File: config.mk
export PLATFORM = sky130hd
export DESIGN_NAME = board_uart_loader
export DESIGN_NICKNAME = d
export VERILOG_FILES = /design/src/rtl/board_uart_loader.sv
export SDC_FILE = /design/constraint.sdc
export NUM_CORES = 1
export LEC_CHECK = 0
export BUFFER_PORTS_ARGS = -buffer_cell sky130_fd_sc_hd__buf_2
export CORE_MARGIN = 2
export CORE_UTILIZATION = 25
export DETAILED_ROUTE_END_ITERATION = 8
export PLACE_DENSITY = 0.42
export SLEW_MARGIN = 40
export SYNTH_ARGS = -nofsm -noshare
export SYNTH_HDL_FRONTEND = slang
export SYNTH_SLANG_ARGS = --single-unit
File: constraint.sdc
create_clock -name clk -period 1.9 [get_ports clk]
set_clock_uncertainty 0.1 [all_clocks]
set_input_delay 0.19 -clock clk [delete_from_list [all_inputs] [get_ports clk]]
set_output_delay 0.19 -clock clk [all_outputs]
set_load 0.03 [all_outputs]
File: src/rtl/board_uart_loader.sv
// UART-driven board loader: 'L' streams packed cell bits into board memory,
// 'C' clears the whole board. One write per cell, ascending addresses.
module board_uart_loader #(
   parameter int CLKS_PER_BIT = 208,
   parameter int CELLS        = 2048
) (
   input  logic        clk,
   input  logic        reset,
   input  logic        rx,
   input  logic        wr_ready,
   output logic        wr_en,
   output logic [10:0] wr_addr,
   output logic        wr_data,
   output logic        busy,
   output logic        frame_err,
   output logic        overrun
);

   localparam logic [11:0] BIT_END  = 12'(CLKS_PER_BIT - 1);
   localparam logic [11:0] HALF_END = 12'(CLKS_PER_BIT / 2 - 1);
   localparam logic [10:0] LAST     = 11'(CELLS - 1);

   typedef enum logic [2:0] {
      R_IDLE, R_START, R_DATA, R_STOP, R_WAIT
   } rx_state_t;

   typedef enum logic [1:0] {
      IDLE, LOAD_WAIT, LOAD_EMIT, CLEAR
   } cmd_state_t;

   logic        rx_s1, rx_s2, rx_prev;
   rx_state_t   rstate, rstate_n;
   logic [11:0] rcnt, rcnt_n;
   logic [2:0]  rbit, rbit_n;
   logic [7:0]  rsh, rsh_n;
   logic        byte_valid, bv_n, fe_n;

   cmd_state_t  state, state_n;
   logic [10:0] addr, addr_n;
   logic [7:0]  sh, sh_n, hold, hold_n;
   logic [2:0]  bc, bc_n;
   logic        hold_full, hf_n, ov_n, accept;

   // Two-flop synchronizer plus one delayed copy for falling-edge detect
   always_ff @(posedge clk) begin
      if (reset) begin
         rx_s1   <= 1'b1;
         rx_s2   <= 1'b1;
         rx_prev <= 1'b1;
      end else begin
         rx_s1   <= rx;
         rx_s2   <= rx_s1;
         rx_prev <= rx_s2;
      end
   end

   // Receiver state register and registered strobes
   always_ff @(posedge clk) begin
      if (reset) begin
         rstate     <= R_IDLE;
         rcnt       <= '0;
         rbit       <= '0;
         rsh        <= '0;
         byte_valid <= 1'b0;
         frame_err  <= 1'b0;
      end else begin
         rstate     <= rstate_n;
         rcnt       <= rcnt_n;
         rbit       <= rbit_n;
         rsh        <= rsh_n;
         byte_valid <= bv_n;
         frame_err  <= fe_n;
      end
   end

   // Receiver next state: mid-bit sampling, LSB first, stop-bit check
   always_comb begin
      rstate_n = rstate;
      rcnt_n   = rcnt + 12'd1;
      rbit_n   = rbit;
      rsh_n    = rsh;
      bv_n     = 1'b0;
      fe_n     = 1'b0;
      unique case (rstate)
         R_IDLE: begin
            rcnt_n = '0;
            if (rx_prev && !rx_s2) rstate_n = R_START;
         end
         R_START: begin
            if (rcnt == HALF_END) begin
               rcnt_n = '0;
               rbit_n = '0;
               rstate_n = rx_s2 ? R_IDLE : R_DATA;
            end
         end
         R_DATA: begin
            if (rcnt == BIT_END) begin
               rcnt_n = '0;
               rsh_n  = {rx_s2, rsh[7:1]};
               rbit_n = rbit + 3'd1;
               if (rbit == 3'd7) rstate_n = R_STOP;
            end
         end
         R_STOP: begin
            if (rcnt == BIT_END) begin
               rcnt_n = '0;
               if (rx_s2) begin
                  bv_n     = 1'b1;
                  rstate_n = R_IDLE;
               end else begin
                  fe_n     = 1'b1;
                  rstate_n = R_WAIT;
               end
            end
         end
         R_WAIT: begin
            rcnt_n = '0;
            if (rx_s2) rstate_n = R_IDLE;
         end
         default: rstate_n = R_IDLE;
      endcase
   end

   assign accept = wr_en & wr_ready;

   // Command state register; write port outputs come straight from flops
   always_ff @(posedge clk) begin
      if (reset) begin
         state     <= IDLE;
         addr      <= '0;
         sh        <= '0;
         bc        <= '0;
         hold      <= '0;
         hold_full <= 1'b0;
         overrun   <= 1'b0;
         wr_en     <= 1'b0;
         wr_addr   <= '0;
         wr_data   <= 1'b0;
         busy      <= 1'b0;
      end else begin
         state     <= state_n;
         addr      <= addr_n;
         sh        <= sh_n;
         bc        <= bc_n;
         hold      <= hold_n;
         hold_full <= hf_n;
         overrun   <= ov_n;
         wr_en     <= (state_n == LOAD_EMIT) || (state_n == CLEAR);
         wr_addr   <= addr_n;
         wr_data   <= (state_n == LOAD_EMIT) && sh_n[0];
         busy      <= state_n != IDLE;
      end
   end

   // Command next state: byte decode, bit emission, holding register
   always_comb begin
      state_n = state;
      addr_n  = addr;
      sh_n    = sh;
      bc_n    = bc;
      hold_n  = hold;
      hf_n    = hold_full;
      ov_n    = 1'b0;
      unique case (state)
         IDLE: begin
            hf_n = 1'b0;
            if (byte_valid && rsh == 8'h4C) begin
               state_n = LOAD_WAIT;
               addr_n  = '0;
            end else if (byte_valid && rsh == 8'h43) begin
               state_n = CLEAR;
               addr_n  = '0;
            end
         end
         LOAD_WAIT: begin
            if (hold_full) begin
               sh_n    = hold;
               bc_n    = '0;
               state_n = LOAD_EMIT;
               if (byte_valid) hold_n = rsh;
               else hf_n = 1'b0;
            end else if (byte_valid) begin
               sh_n    = rsh;
               bc_n    = '0;
               state_n = LOAD_EMIT;
            end
         end
         LOAD_EMIT: begin
            if (byte_valid) begin
               if (hold_full) begin
                  ov_n = 1'b1;
               end else begin
                  hold_n = rsh;
                  hf_n   = 1'b1;
               end
            end
            if (accept) begin
               sh_n = sh >> 1;
               bc_n = bc + 3'd1;
               if (addr == LAST) begin
                  state_n = IDLE;
                  hf_n    = 1'b0;
               end else begin
                  addr_n = addr + 11'd1;
                  if (bc == 3'd7) state_n = LOAD_WAIT;
               end
            end
         end
         CLEAR: begin
            if (accept) begin
               if (addr == LAST) state_n = IDLE;
               else addr_n = addr + 11'd1;
            end
         end
         default: state_n = IDLE;
      endcase
   end

endmodule

==> results <==
- For this run, the leading register cell type out of synthesis is dfxtp_1.
- The gate count after technology mapping is 374.
- Of all nets on the critical path, the largest fanout is 7.
- Once routing completed, OpenROAD measured the worst setup slack at -0.0227 ns.
- IR analysis of the VDD net gives a maximum drop of around 0.46 mV.
- The source-to-sink clock delay at the later pin of the worst-skew pair is 0.34 ns.
- The signal arrival time at the worst endpoint is roughly 2.1 ns.
- The tightest min-delay check is of the reg -> reg type.
- The number of flops mapped to enable cells by yosys is 0.
- The post-detailed-routing wire length is 8340 µm.
- The final instance count without filler cells is ~640.
- The multi-input combinational cells in the finished layout cover a total of between 2000 and 2500 µm².
- The maximum number of pins on one net before global-route repair is 36.
- At the pin with the least slew margin, the transition time is approximately 0.44 ns.
- Summing all flip-flop and latch instances after layout gives 1410 µm².
- The violation count after the first detailed-route iteration is 163.
- In the layout the commonest cells are buf_4 (69), dfxtp_1 (53), nor2_1 (48).
- The final number of hold-violating endpoints is 0.
- Summed over all layers, the global routing overflow is 0.
- The congestion estimate from routability-driven global placement came to 0.827.
- Counting flops and latches in the post-synthesis netlist gives 68.
- Of all flip-flops after synthesis, the portion carrying an async set or reset was 0.
- The number of clock buffers added by TritonCTS is 9.
- The number of placed instances with taps included is 613.
- After synthesis the cells add up to 3280 µm².
- The completed layout was analyzed and its total power is 3.59 mW.
- The final worst-path cycle share is 1.01.
- The number of buffers added on ports is 19.
- The global-route usage over all layers is 0.123.
- The worst pin sits at a relative slew slack of 0.698.
- The critical path endpoint category is a flip-flop.
- Dividing the detail-routed via count by the number of cells gives about 4.7.
- The number of antenna diodes is 0.
- The final-report max-slew violation count came to 0.
- The starting utilization of the core area is 0.258.
- Setup violations remaining at the end of the flow were counted as 14.
- The critical path goes through buf_4 -> a21boi_2 -> nor2_4 -> o211ai_4 -> or4b_1 -> a21oi_1.
- For this run, the share of the core covered by cells in the final layout is 0.381.
- Row generation in the floorplan step produced 41 rows.
- The top-level I/O count is 20.
- The number of fill cells in the layout is 1342.
- Averaged over all synthesized cells, the footprint is around 8.8 µm².
- The overall die area is 14100 µm².
- Subtracting the final worst setup slack from the clock period gives ~1.9 ns.
- The initial antenna violation count is 0.
- The HPWL after detailed placement is 5670 µm.
- Once detail routing completed, the nets flagged for antenna violations numbered 0.
- The post-synth net total is 390.
- The count of unresolved DRC violations after routing is 0.
- The clock tree synthesis step divided the H-tree into 3 levels.
- Of the synthesized area, sequential elements account for 0.415.
- Across the run, the number of max-cap violations was 0.
- The kind of critical path is reg -> reg.
- For this design the ratio of total power to cell area is around 740 nW/µm².
- For this run, the number of Yosys warnings is 0.
- The detailed-route wire length per cell is 13.0 µm.
- The die extent in y is approximately 120 µm.
- The post-CTS clock slew at the launch and capture registers of the worst setup and hold paths is roughly 0.060 ns.
- The run finished, with violations left.
- The layout overhead on the synthesized area is 47.8%.
- The area of the core region is between 10000 and 15000 µm².
- TritonCTS built the clock tree.
- The largest single stage delay on the critical path is around 0.52 ns.
- Setup repair after global routing could not meet its margin everywhere.
- The commonest non-fill, non-tap cell in the layout is buf_4.
- The final reports fail on negative setup slack.
- The total number of nets in the final design is around 480.
- The via count of the first global-routing pass is 2778.
- On the critical path, the stage with the largest delay is an instance of or4b_1.
- Counting distinct cell types in the post-synthesis netlist gives 59.
- The routed layout has ~3.0k vias.
- The detailed-routing iteration count for the pre-antenna-repair pass is 5.
- In the final layout, the share of cells above drive strength 1 is 0.374.
- The static power due to leakage is 1.90 nW.
- The first global-routing pass estimated 13800 µm of wire.
- The maximum clock frequency is 520 MHz.
- STA classifies the critical path startpoint as a flip-flop.
- The maximum buffer depth of the clock tree is 2.
- The data required time at the worst endpoint is approximately 2.1 ns.
- OpenSTA, run right after detailed placement, puts the worst setup slack at -0.136 ns.
- The number of sinks handled by clock tree synthesis is 68.
- The floorplan step set the die width to 119 µm.
- The root buffer cell is clkbuf_16.
[logic make-up (layout without fill, tap and decap cells)]
kind of cell	count (synthesis)	count (layout)	share of synthesized area
AND/OR/NAND/NOR	152	152	0.235
AO/OA/AOI/OAI	78	80	0.167
flip-flops	68	68	0.415
buffers and inverters	29	124	0.0358
multiplexers	23	23	0.0701
adder cells (fa/ha/maj)	12	12	0.0457
XOR/XNOR	12	12	0.0320
[sequential cells by signal, indices dropped and copies added, names as in the netlist, 2 cells and up]
register and cells:
rcnt 12, addr 11, rbit 3, rstate 3, rsh 8, bc 3, hold 8, state 2
sh 8
[synth_stat cells (7+ instances only)]
| cell type | count | area, µm² |
|---|---|---|
| ha_1 | 12 | 150 |
| clkbuf_1 | 13 | 48.8 |
| o21ai_0 | 16 | 80.1 |
| nand3_1 | 16 | 80.1 |
| nand2_1 | 35 | 131 |
| xor2_1 | 7 | 61.3 |
| mux2i_1 | 23 | 230 |
| a21oi_1 | 21 | 105 |
| dfxtp_1 | 68 | 1360 |
| and3_1 | 8 | 50.1 |
| nor2_1 | 49 | 184 |
| inv_1 | 13 | 48.8 |
[per-layer routing]
metal	routed length, µm	share of wire	track usage
met5	0	0	0
met4	125	0.015	0.0491
met3	293	0.035	0.0338
met2	3980	0.48	0.191
met1	3940	0.47	0.159
[repair_timing]
action,in CTS,in global routing
pin swaps,11,26
hold buffers,2,0
endpoints found under the setup margin,39,54
buffers inserted,4,6
endpoints found under the hold margin,2,0
gates cloned,2,0
gates resized for setup,19,48
[power by group]
part / switching, mW / leakage (nW) / internal [mW]
logic: 0.164 / 1.18 / 0.131
clock network: 0.646 / 0.165 / 1.21
registers: 0.0126 / 0.559 / 1.43
[stage by stage]
step | TNS, ns | cell area, µm² | hold WS (ns)
after detailed placement | -1.29 | 4080 | 0.277
after floorplan | -0.0268 | 3350 | 0.194
after global placement | -0.903 | 4080 | 0.279
after global routing | -1.42 | 4850 | 0.329
final | -0.113 | 4850 | 0.306
after CTS | -0.299 | 4580 | 0.308
[worst max-delay path, delay by kind of cell (launching register included)]
family / cells / cell delay, ns
AND/OR/NAND/NOR: 2 / 0.74
flip-flops: 1 / 0.36
buffers and inverters: 1 / 0.16
AO/OA/AOI/OAI: 3 / 0.48
[layout make-up]
| cell class | instances | area share |
|---|---|---|
| multi-input combinational | 279 | 0.441 |
| timing repair buffer | 95 | 0.144 |
| clock inverter | 4 | 0.0106 |
| sequential | 68 | 0.290 |
| tap | 172 | 0.0444 |
| inverter | 13 | 0.0106 |
| clock buffer | 12 | 0.0596 |
[final timing paths]
kind | startpoint | end | slack [ns] | cells after the start
setup / recovery | state[1] | addr[9] | -0.02 | 6
hold reg to reg | rx_s1 | rx_s2 | 0.31 | 1
hold / removal | rx_s1 | rx_s2 | 0.31 | 1
setup reg to reg | state[1] | addr[9] | -0.02 | 6
No activity file was read; power rests on OpenSTA's default activity.
